### src/rtl/mc_ctrl.sv
// mc_ctrl: multi-cycle control FSM for the MIPS-subset datapath.
//
// Each instruction is sequenced through IF -> ID -> EXE -> MEM -> WB. Steps
// the instruction does not need are skipped. Every datapath control is a
// combinational function of (state, code, Zero, im_rdy, dm_rdy). While rst is
// high, every control is forced to 0.
//
// Ports
//   clk, rst          clock (rising edge), synchronous active-high reset
//   code[31:0]        instruction held in the IR (meaningful from ID onward)
//   Zero              ALU zero flag (used by beq)
//   im_rdy, dm_rdy    instruction / data memory ready handshakes
//   PCWr, IRWr        PC and IR write enables
//   ALU_OP, WDSel, GPRSel, ExtOp, GPRWr, BSel, DMWr,
//   jsome, npc_sel, jr, jal, sb, lb   datapath controls
//   state[2:0]        current FSM state (debug)
//   ill               sticky illegal-instruction flag, cleared only by rst
//
// Optional build macro MC_PERF_EN adds two counters of width PERF_W:
//   cyc_cnt           non-reset cycles
//   ret_cnt           transitions back into IF from ID/EXE/MEM/WB
//                     (this includes exits after an illegal instruction)

module mc_ctrl #(
  parameter int PERF_W = 32
) (
  input  logic        clk,
  input  logic        rst,
  input  logic [31:0] code,
  input  logic        Zero,
  input  logic        im_rdy,
  input  logic        dm_rdy,
  output logic        PCWr,
  output logic        IRWr,
  output logic [2:0]  ALU_OP,
  output logic [1:0]  WDSel,
  output logic [1:0]  GPRSel,
  output logic [1:0]  ExtOp,
  output logic        GPRWr,
  output logic        BSel,
  output logic        DMWr,
  output logic        jsome,
  output logic        npc_sel,
  output logic        jr,
  output logic        jal,
  output logic        sb,
  output logic        lb,
  output logic [2:0]  state,
  output logic        ill
`ifdef MC_PERF_EN
  ,
  output logic [PERF_W-1:0] cyc_cnt,
  output logic [PERF_W-1:0] ret_cnt
`endif
);

  localparam logic [2:0] S_IF  = 3'd0;
  localparam logic [2:0] S_ID  = 3'd1;
  localparam logic [2:0] S_EXE = 3'd2;
  localparam logic [2:0] S_MEM = 3'd3;
  localparam logic [2:0] S_WB  = 3'd4;

  localparam logic [5:0] OP_R     = 6'h00;
  localparam logic [5:0] OP_J     = 6'h02;
  localparam logic [5:0] OP_JAL   = 6'h03;
  localparam logic [5:0] OP_BEQ   = 6'h04;
  localparam logic [5:0] OP_ADDI  = 6'h08;
  localparam logic [5:0] OP_ADDIU = 6'h09;
  localparam logic [5:0] OP_ORI   = 6'h0d;
  localparam logic [5:0] OP_LUI   = 6'h0f;
  localparam logic [5:0] OP_LB    = 6'h20;
  localparam logic [5:0] OP_LW    = 6'h23;
  localparam logic [5:0] OP_SB    = 6'h28;
  localparam logic [5:0] OP_SW    = 6'h2b;

  localparam logic [5:0] FN_JR    = 6'h08;
  localparam logic [5:0] FN_ADDU  = 6'h21;
  localparam logic [5:0] FN_SUBU  = 6'h23;
  localparam logic [5:0] FN_SLT   = 6'h2a;

  // One bundle for every datapath control, so the reset gate covers all of them.
  typedef struct packed {
    logic       pcwr;
    logic       irwr;
    logic [2:0] alu_op;
    logic [1:0] wdsel;
    logic [1:0] gprsel;
    logic [1:0] extop;
    logic       gprwr;
    logic       bsel;
    logic       dmwr;
    logic       jsome;
    logic       npc_sel;
    logic       jr;
    logic       jal;
    logic       sb;
    logic       lb;
  } ctrl_t;

  generate
    if (PERF_W < 1) begin : g_perf_w_chk
      $error("mc_ctrl: PERF_W must be at least 1");
    end
  endgenerate

  logic [2:0] state_q, state_d;
  logic       ill_q;
  ctrl_t      c;

  // ---------------- instruction decode ----------------
  logic [5:0] op, fn;
  logic       is_r, is_ialu, is_load, is_store, is_beq, is_j, is_jal, is_jr;
  logic       is_lb, is_sb, legal;
  logic [2:0] r_alu, i_alu;
  logic [1:0] i_ext;

  // Register fields and the immediate are consumed by the datapath, not here.
  logic unused_code;
  assign unused_code = ^code[25:6];

  assign op = code[31:26];
  assign fn = code[5:0];

  always_comb begin
    is_r     = 1'b0;
    is_ialu  = 1'b0;
    is_load  = 1'b0;
    is_store = 1'b0;
    is_beq   = 1'b0;
    is_j     = 1'b0;
    is_jal   = 1'b0;
    is_jr    = 1'b0;
    is_lb    = 1'b0;
    is_sb    = 1'b0;
    r_alu    = 3'b000;
    i_alu    = 3'b000;
    i_ext    = 2'b00;
    case (op)
      OP_R: begin
        case (fn)
          FN_ADDU: begin is_r = 1'b1; r_alu = 3'b000; end
          FN_SUBU: begin is_r = 1'b1; r_alu = 3'b001; end
          FN_SLT:  begin is_r = 1'b1; r_alu = 3'b101; end
          FN_JR:   is_jr = 1'b1;
          default: ;
        endcase
      end
      OP_J:     is_j   = 1'b1;
      OP_JAL:   is_jal = 1'b1;
      OP_BEQ:   is_beq = 1'b1;
      OP_ADDI:  begin is_ialu = 1'b1; i_alu = 3'b110; i_ext = 2'b01; end
      OP_ADDIU: begin is_ialu = 1'b1; i_alu = 3'b000; i_ext = 2'b01; end
      OP_ORI:   begin is_ialu = 1'b1; i_alu = 3'b011; i_ext = 2'b00; end
      OP_LUI:   begin is_ialu = 1'b1; i_alu = 3'b011; i_ext = 2'b10; end
      OP_LB:    begin is_load  = 1'b1; is_lb = 1'b1; end
      OP_LW:    is_load  = 1'b1;
      OP_SB:    begin is_store = 1'b1; is_sb = 1'b1; end
      OP_SW:    is_store = 1'b1;
      default:  ;
    endcase
  end

  assign legal = is_r | is_ialu | is_load | is_store | is_beq | is_j | is_jal | is_jr;

  // ---------------- controls and next state ----------------
  always_comb begin
    c       = '0;
    state_d = S_IF;
    case (state_q)
      S_IF: begin
        // Fetch: PC <- PC+4 and IR load happen together when the word arrives.
        c.irwr  = im_rdy;
        c.pcwr  = im_rdy;
        state_d = im_rdy ? S_ID : S_IF;
      end
      S_ID: begin
        // Only jumps finish here; everything else waits for EXE. Illegal
        // words return to fetch with no write enable raised.
        if (is_j) begin
          c.pcwr  = 1'b1;
          c.jsome = 1'b1;
        end else if (is_jal) begin
          c.pcwr   = 1'b1;
          c.jsome  = 1'b1;
          c.jal    = 1'b1;
          c.gprwr  = 1'b1;
          c.gprsel = 2'b10;
          c.wdsel  = 2'b10;
        end else if (is_jr) begin
          c.pcwr   = 1'b1;
          c.jr     = 1'b1;
          c.alu_op = 3'b011;
        end
        state_d = (legal && !(is_j || is_jal || is_jr)) ? S_EXE : S_IF;
      end
      S_EXE: begin
        if (is_r) begin
          c.alu_op = r_alu;
          state_d  = S_WB;
        end else if (is_ialu) begin
          c.alu_op = i_alu;
          c.extop  = i_ext;
          c.bsel   = 1'b1;
          state_d  = S_WB;
        end else if (is_load || is_store) begin
          c.alu_op = 3'b000;
          c.extop  = 2'b01;
          c.bsel   = 1'b1;
          state_d  = S_MEM;
        end else if (is_beq) begin
          c.alu_op  = 3'b001;
          c.npc_sel = 1'b1;
          c.pcwr    = Zero;
        end
      end
      S_MEM: begin
        // Address path stays as in EXE so the DM sees a stable address while
        // it stalls; DMWr is held for every stall cycle.
        c.alu_op = 3'b000;
        c.extop  = 2'b01;
        c.bsel   = 1'b1;
        c.dmwr   = is_store;
        c.sb     = is_sb;
        c.lb     = is_lb;
        if (!(is_load || is_store)) state_d = S_IF;
        else if (!dm_rdy)           state_d = S_MEM;
        else                        state_d = is_load ? S_WB : S_IF;
      end
      S_WB: begin
        c.gprwr  = is_r | is_ialu | is_load;
        c.gprsel = is_r ? 2'b01 : 2'b00;
        c.wdsel  = is_load ? 2'b01 : 2'b00;
        c.lb     = is_lb;
      end
      default: ;  // unused codes fall back to fetch
    endcase
    if (rst) c = '0;
  end

  always_ff @(posedge clk) begin
    if (rst) begin
      state_q <= S_IF;
      ill_q   <= 1'b0;
    end else begin
      state_q <= state_d;
      if (state_q == S_ID && !legal) ill_q <= 1'b1;
    end
  end

`ifdef MC_PERF_EN
  logic [PERF_W-1:0] cyc_q, ret_q;
  logic              retire;

  // An instruction ends whenever an active step hands control back to fetch.
  assign retire = (state_d == S_IF) &&
                  (state_q == S_ID || state_q == S_EXE ||
                   state_q == S_MEM || state_q == S_WB);

  always_ff @(posedge clk) begin
    if (rst) begin
      cyc_q <= '0;
      ret_q <= '0;
    end else begin
      cyc_q <= cyc_q + 1'b1;
      if (retire) ret_q <= ret_q + 1'b1;
    end
  end

  assign cyc_cnt = cyc_q;
  assign ret_cnt = ret_q;
`endif

  assign PCWr    = c.pcwr;
  assign IRWr    = c.irwr;
  assign ALU_OP  = c.alu_op;
  assign WDSel   = c.wdsel;
  assign GPRSel  = c.gprsel;
  assign ExtOp   = c.extop;
  assign GPRWr   = c.gprwr;
  assign BSel    = c.bsel;
  assign DMWr    = c.dmwr;
  assign jsome   = c.jsome;
  assign npc_sel = c.npc_sel;
  assign jr      = c.jr;
  assign jal     = c.jal;
  assign sb      = c.sb;
  assign lb      = c.lb;
  assign state   = state_q;
  assign ill     = ill_q;

endmodule

### config.mk
export PLATFORM = sky130hd
export DESIGN_NAME = mc_ctrl
export DESIGN_NICKNAME = d
export VERILOG_FILES = /design/src/rtl/mc_ctrl.sv
export SDC_FILE = /design/constraint.sdc
export NUM_CORES = 1
export LEC_CHECK = 0
export ABC_AREA = 1
export CAP_MARGIN = 0
export CORE_UTILIZATION = 24
export CTS_BUF_LIST = sky130_fd_sc_hd__clkbuf_4
export DETAILED_ROUTE_END_ITERATION = 10
export PLACE_DENSITY = 0.72
export SYNTH_ARGS = -nofsm -noshare
export SYNTH_HDL_FRONTEND = slang
export SYNTH_SLANG_ARGS = --single-unit
### constraint.sdc
create_clock -name clk -period 3.2 [get_ports clk]
set_clock_uncertainty 0.2 [all_clocks]
set_input_delay 0.64 -clock clk [delete_from_list [all_inputs] [get_ports clk]]
set_output_delay 0.64 -clock clk [all_outputs]
set_load 0.01 [all_outputs]
==> flow_summary.json, run 1 <==
{
  "outcome": "finished with violations",
  "failed_checks": "design-rule violations, negative setup slack",
  "rsz0062_at_grt": "yes",
  "synth_fp_nets": 176,
  "slowest_delay_ns": 0.51,
  "holdBufCountCts": 0,
  "grt_pass1_wl_um": 3880,
  "final_area_um2": 1400,
  "numClockSinks": 4,
  "io_buffer_count": 40,
  "gr-usage-met3": 0.0207,
  "ioPinCount": 61,
  "synth.avg_cell_area_um2": 5.18,
  "clockBufferDepth": 2,
  "fin_nets": 244,
  "cp_data_required_time_ns": 2.36,
  "rows": 19,
  "fillers": 282,
  "startpoint": "code[28]",
  "use_met2": 0.253,
  "setup_violations": 1,
  "critPathKind": "input pin to primary output",
  "dr.first_iter.drc_count": 24,
  "r2r_start": "state[1]$_SDFF_PP0_",
  "insertion_delay_ns": 0.23,
  "max_slew_margin": 0.844,
  "synthToLayoutAreaGrowth_pct": 94.1,
  "grt_overflow": 0,
  "layout.cells.non_filler": 236,
  "post-route-min-period_ns": 3.20,
  "power_density_nw_per_um2": 144,
  "ir_worst_vdd_v": 0.000190,
  "drive_gt1_frac": 0.273,
  "viasPerCell": 4.45,
  "num_antenna_cells": 0,
  "cp-end-kind": "primary output",
  "worst_slack_ns": -0.00205,
  "die_w_um": 56.8,
  "die_y_um": 56.8,
  "hpwl_um": 1910,
  "grt_pass1_vias": 939,
  "vias": 1050,
  "tightestPinTransition_ns": 0.232,
  "wirelength_um": 2330,
  "grt_max_degree": 8,
  "dr.pass1.iters": 7,
  "hp-class": "flop to flop",
  "p_leak_nw": 0.876,
  "clkTransAtPathRegs_ns": 0.04,
  "coreArea_um2": 2810,
  "fin_crit_sh": 1.00,
  "slew_viol_final": 0,
  "antenna_found_initial": 0,
  "crit_fanout": 3,
  "die_area_um2": 3230,
  "post_drt_wl_per_cell_um": 9.88,
  "drv_cap": 0,
  "synthCells": 139,
  "dpl.cell_count": 231,
  "htreeDepth": 1,
  "grt_use_met1": 0.195,
  "globalplace.congestion": 0.837,
  "hold_ws_ns": 0.262,
  "cp-start-kind": "input pin",
  "synth-seq-area-share": 0.111,
  "netlist_area_um2": 721,
  "crit_slowest_cell": "clkdlybuf4s50_1",
  "placed_area_um2": 1320,
  "grt_usage": 0.149,
  "min_from": "ill$_SDFFE_PP0P_",
  "tritoncts": "built",
  "yosys_warnings": 0,
  "path_cells": "clkdlybuf4s50_1 > inv_1 > nand2_1 > inv_1 > nand3_1 > nand2_2 > o21ai_1 > nand2_1 > nand2_2 > inv_2 > clkdlybuf4s50_1",
  "cts_root_buffer": "clkbuf_4",
  "arrival_ns": 2.36,
  "ys_seq_elements": 4,
  "cts-buffers-inserted": 3,
  "postRouteAntennaNets": 0,
  "hold_viol": 0,
  "top_usage_layer": "met2",
  "synth.distinct_cells": 25,
  "fmax_mhz": 312,
  "initial_core_util": 0.257,
  "route.detailed.drc": 6
}
[power by group]
group           total, W  switching (W)  leakage [nW]  internal (W)
Clock          0.0000605      0.0000187        0.0138     0.0000418
Combinational  0.0000874      0.0000413         0.829     0.0000460
Sequential     0.0000541     0.00000183        0.0327     0.0000522
Total           0.000202      0.0000618         0.876      0.000140
[layout make-up]
| class | instances | area [um^2] | area share |
|---|---|---|---|
| multi-input cells | 106 | 558 | 0.399 |
| well taps | 31 | 38.8 | 0.0277 |
| inverters | 27 | 101 | 0.0725 |
| flip-flops and latches | 4 | 80.1 | 0.0572 |
| clock buffers | 3 | 22.5 | 0.0161 |
| repair buffers | 65 | 598 | 0.428 |
[registers in the layout, indices dropped and copies added, names as in the netlist]
register and cells:
ill 1, state 3
[through the flow]
step / util / TNS (ns) / setup slack [ns] / total power, W
after global routing: 0.499 / -0.274 / -0.118 / 0.000218
final: 0.499 / -0.00205 / -0.00205 / 0.000202
after CTS: 0.480 / 0 / 0.000318 / 0.000204
after floorplan: - / 0 / 0.910 / 0.0000866
after detailed placement: 0.471 / -0.458 / -0.0891 / 0.000139
after global placement: 0.471 / -0.488 / -0.107 / 0.000139
[path summary, 6_finish.rpt]
check                         to  slack, ns  depth (start not counted)
max                         BSel     -0.002                         11
min             ill$_SDFFE_PP0P_       0.26                          2
max reg2reg  state[1]$_SDFF_PP0_       1.79                          7
min reg2reg     ill$_SDFFE_PP0P_       0.26                          2
[timing repair]
item / 4_1_cts / 5_1_grt
setup endpoints to repair: 12 / 12
buffers inserted: 1 / 1
resized for setup: 10 / 13
pin swaps: 3 / 1
hold endpoints to repair: 0 / 0
[logic make-up (layout without fill, tap and decap cells)]
group | Yosys count | in the layout | synth area share
buffers and inverters | 29 | 95 | 0.158
AO/OA/AOI/OAI | 9 | 9 | 0.0747
flip-flops | 4 | 4 | 0.111
AND/OR/NAND/NOR | 97 | 97 | 0.656
[metal layers]
layer,wire (um),vias up,share of wire
met1,1030,455,0.44
met4,0,0,0
met3,143,0,0.061
li1,-,570,-
met2,1160,25,0.50
met5,0,-,0
[Yosys cell counts]
master | number | share of area
nand2_1 | 32 | 0.17
nor2_1 | 27 | 0.14
inv_1 | 19 | 0.099
nand3_1 | 15 | 0.10
inv_2 | 8 | 0.042
nand2_2 | 5 | 0.043
dfxtp_1 | 4 | 0.11
nor2_2 | 4 | 0.035
nand3_2 | 3 | 0.042
nand4_1 | 3 | 0.026
o21ai_1 | 3 | 0.021
a21oi_1 | 2 | 0.014
nor3_1 | 2 | 0.014
a211oi_1 | 1 | 0.010
a21boi_0 | 1 | 0.010
a21o_1 | 1 | 0.010
a31oi_1 | 1 | 0.0087
buf_2 | 1 | 0.0069
buf_4 | 1 | 0.010
nand2_4 | 1 | 0.016
nor2_4 | 1 | 0.016
nor3_2 | 1 | 0.014
nor3_4 | 1 | 0.023
nor4_1 | 1 | 0.0087
or2_0 | 1 | 0.0087
[layout by cell type (no fill, tap or decap), drive strengths merged, types with 2 or more instances in the layout]
cell and instances:
nand2 38, nor2 32, inv 27, buf 25, clkdlybuf4s50 24, nand3 18
dlymetal6s2s 8, dlygate4sd2 8, dfxtp 4, nor3 4, nand4 3, o21ai 3
clkbuf 3, a21oi 2
[worst max-delay path: cells and delay by family]
family	cells	cell delay [ns]
compound gates	1	0.15
buf+inv	5	1.15
simple gates	5	0.43
Power figures use the tool's default switching activity.
==> inputs of run 2 (changes only) <==
CTS_CLUSTER_DIAMETER = 30   (was unset)
==> results of run 2 <==
The final DEF is identical to that of run 1; final timing and power are the same.
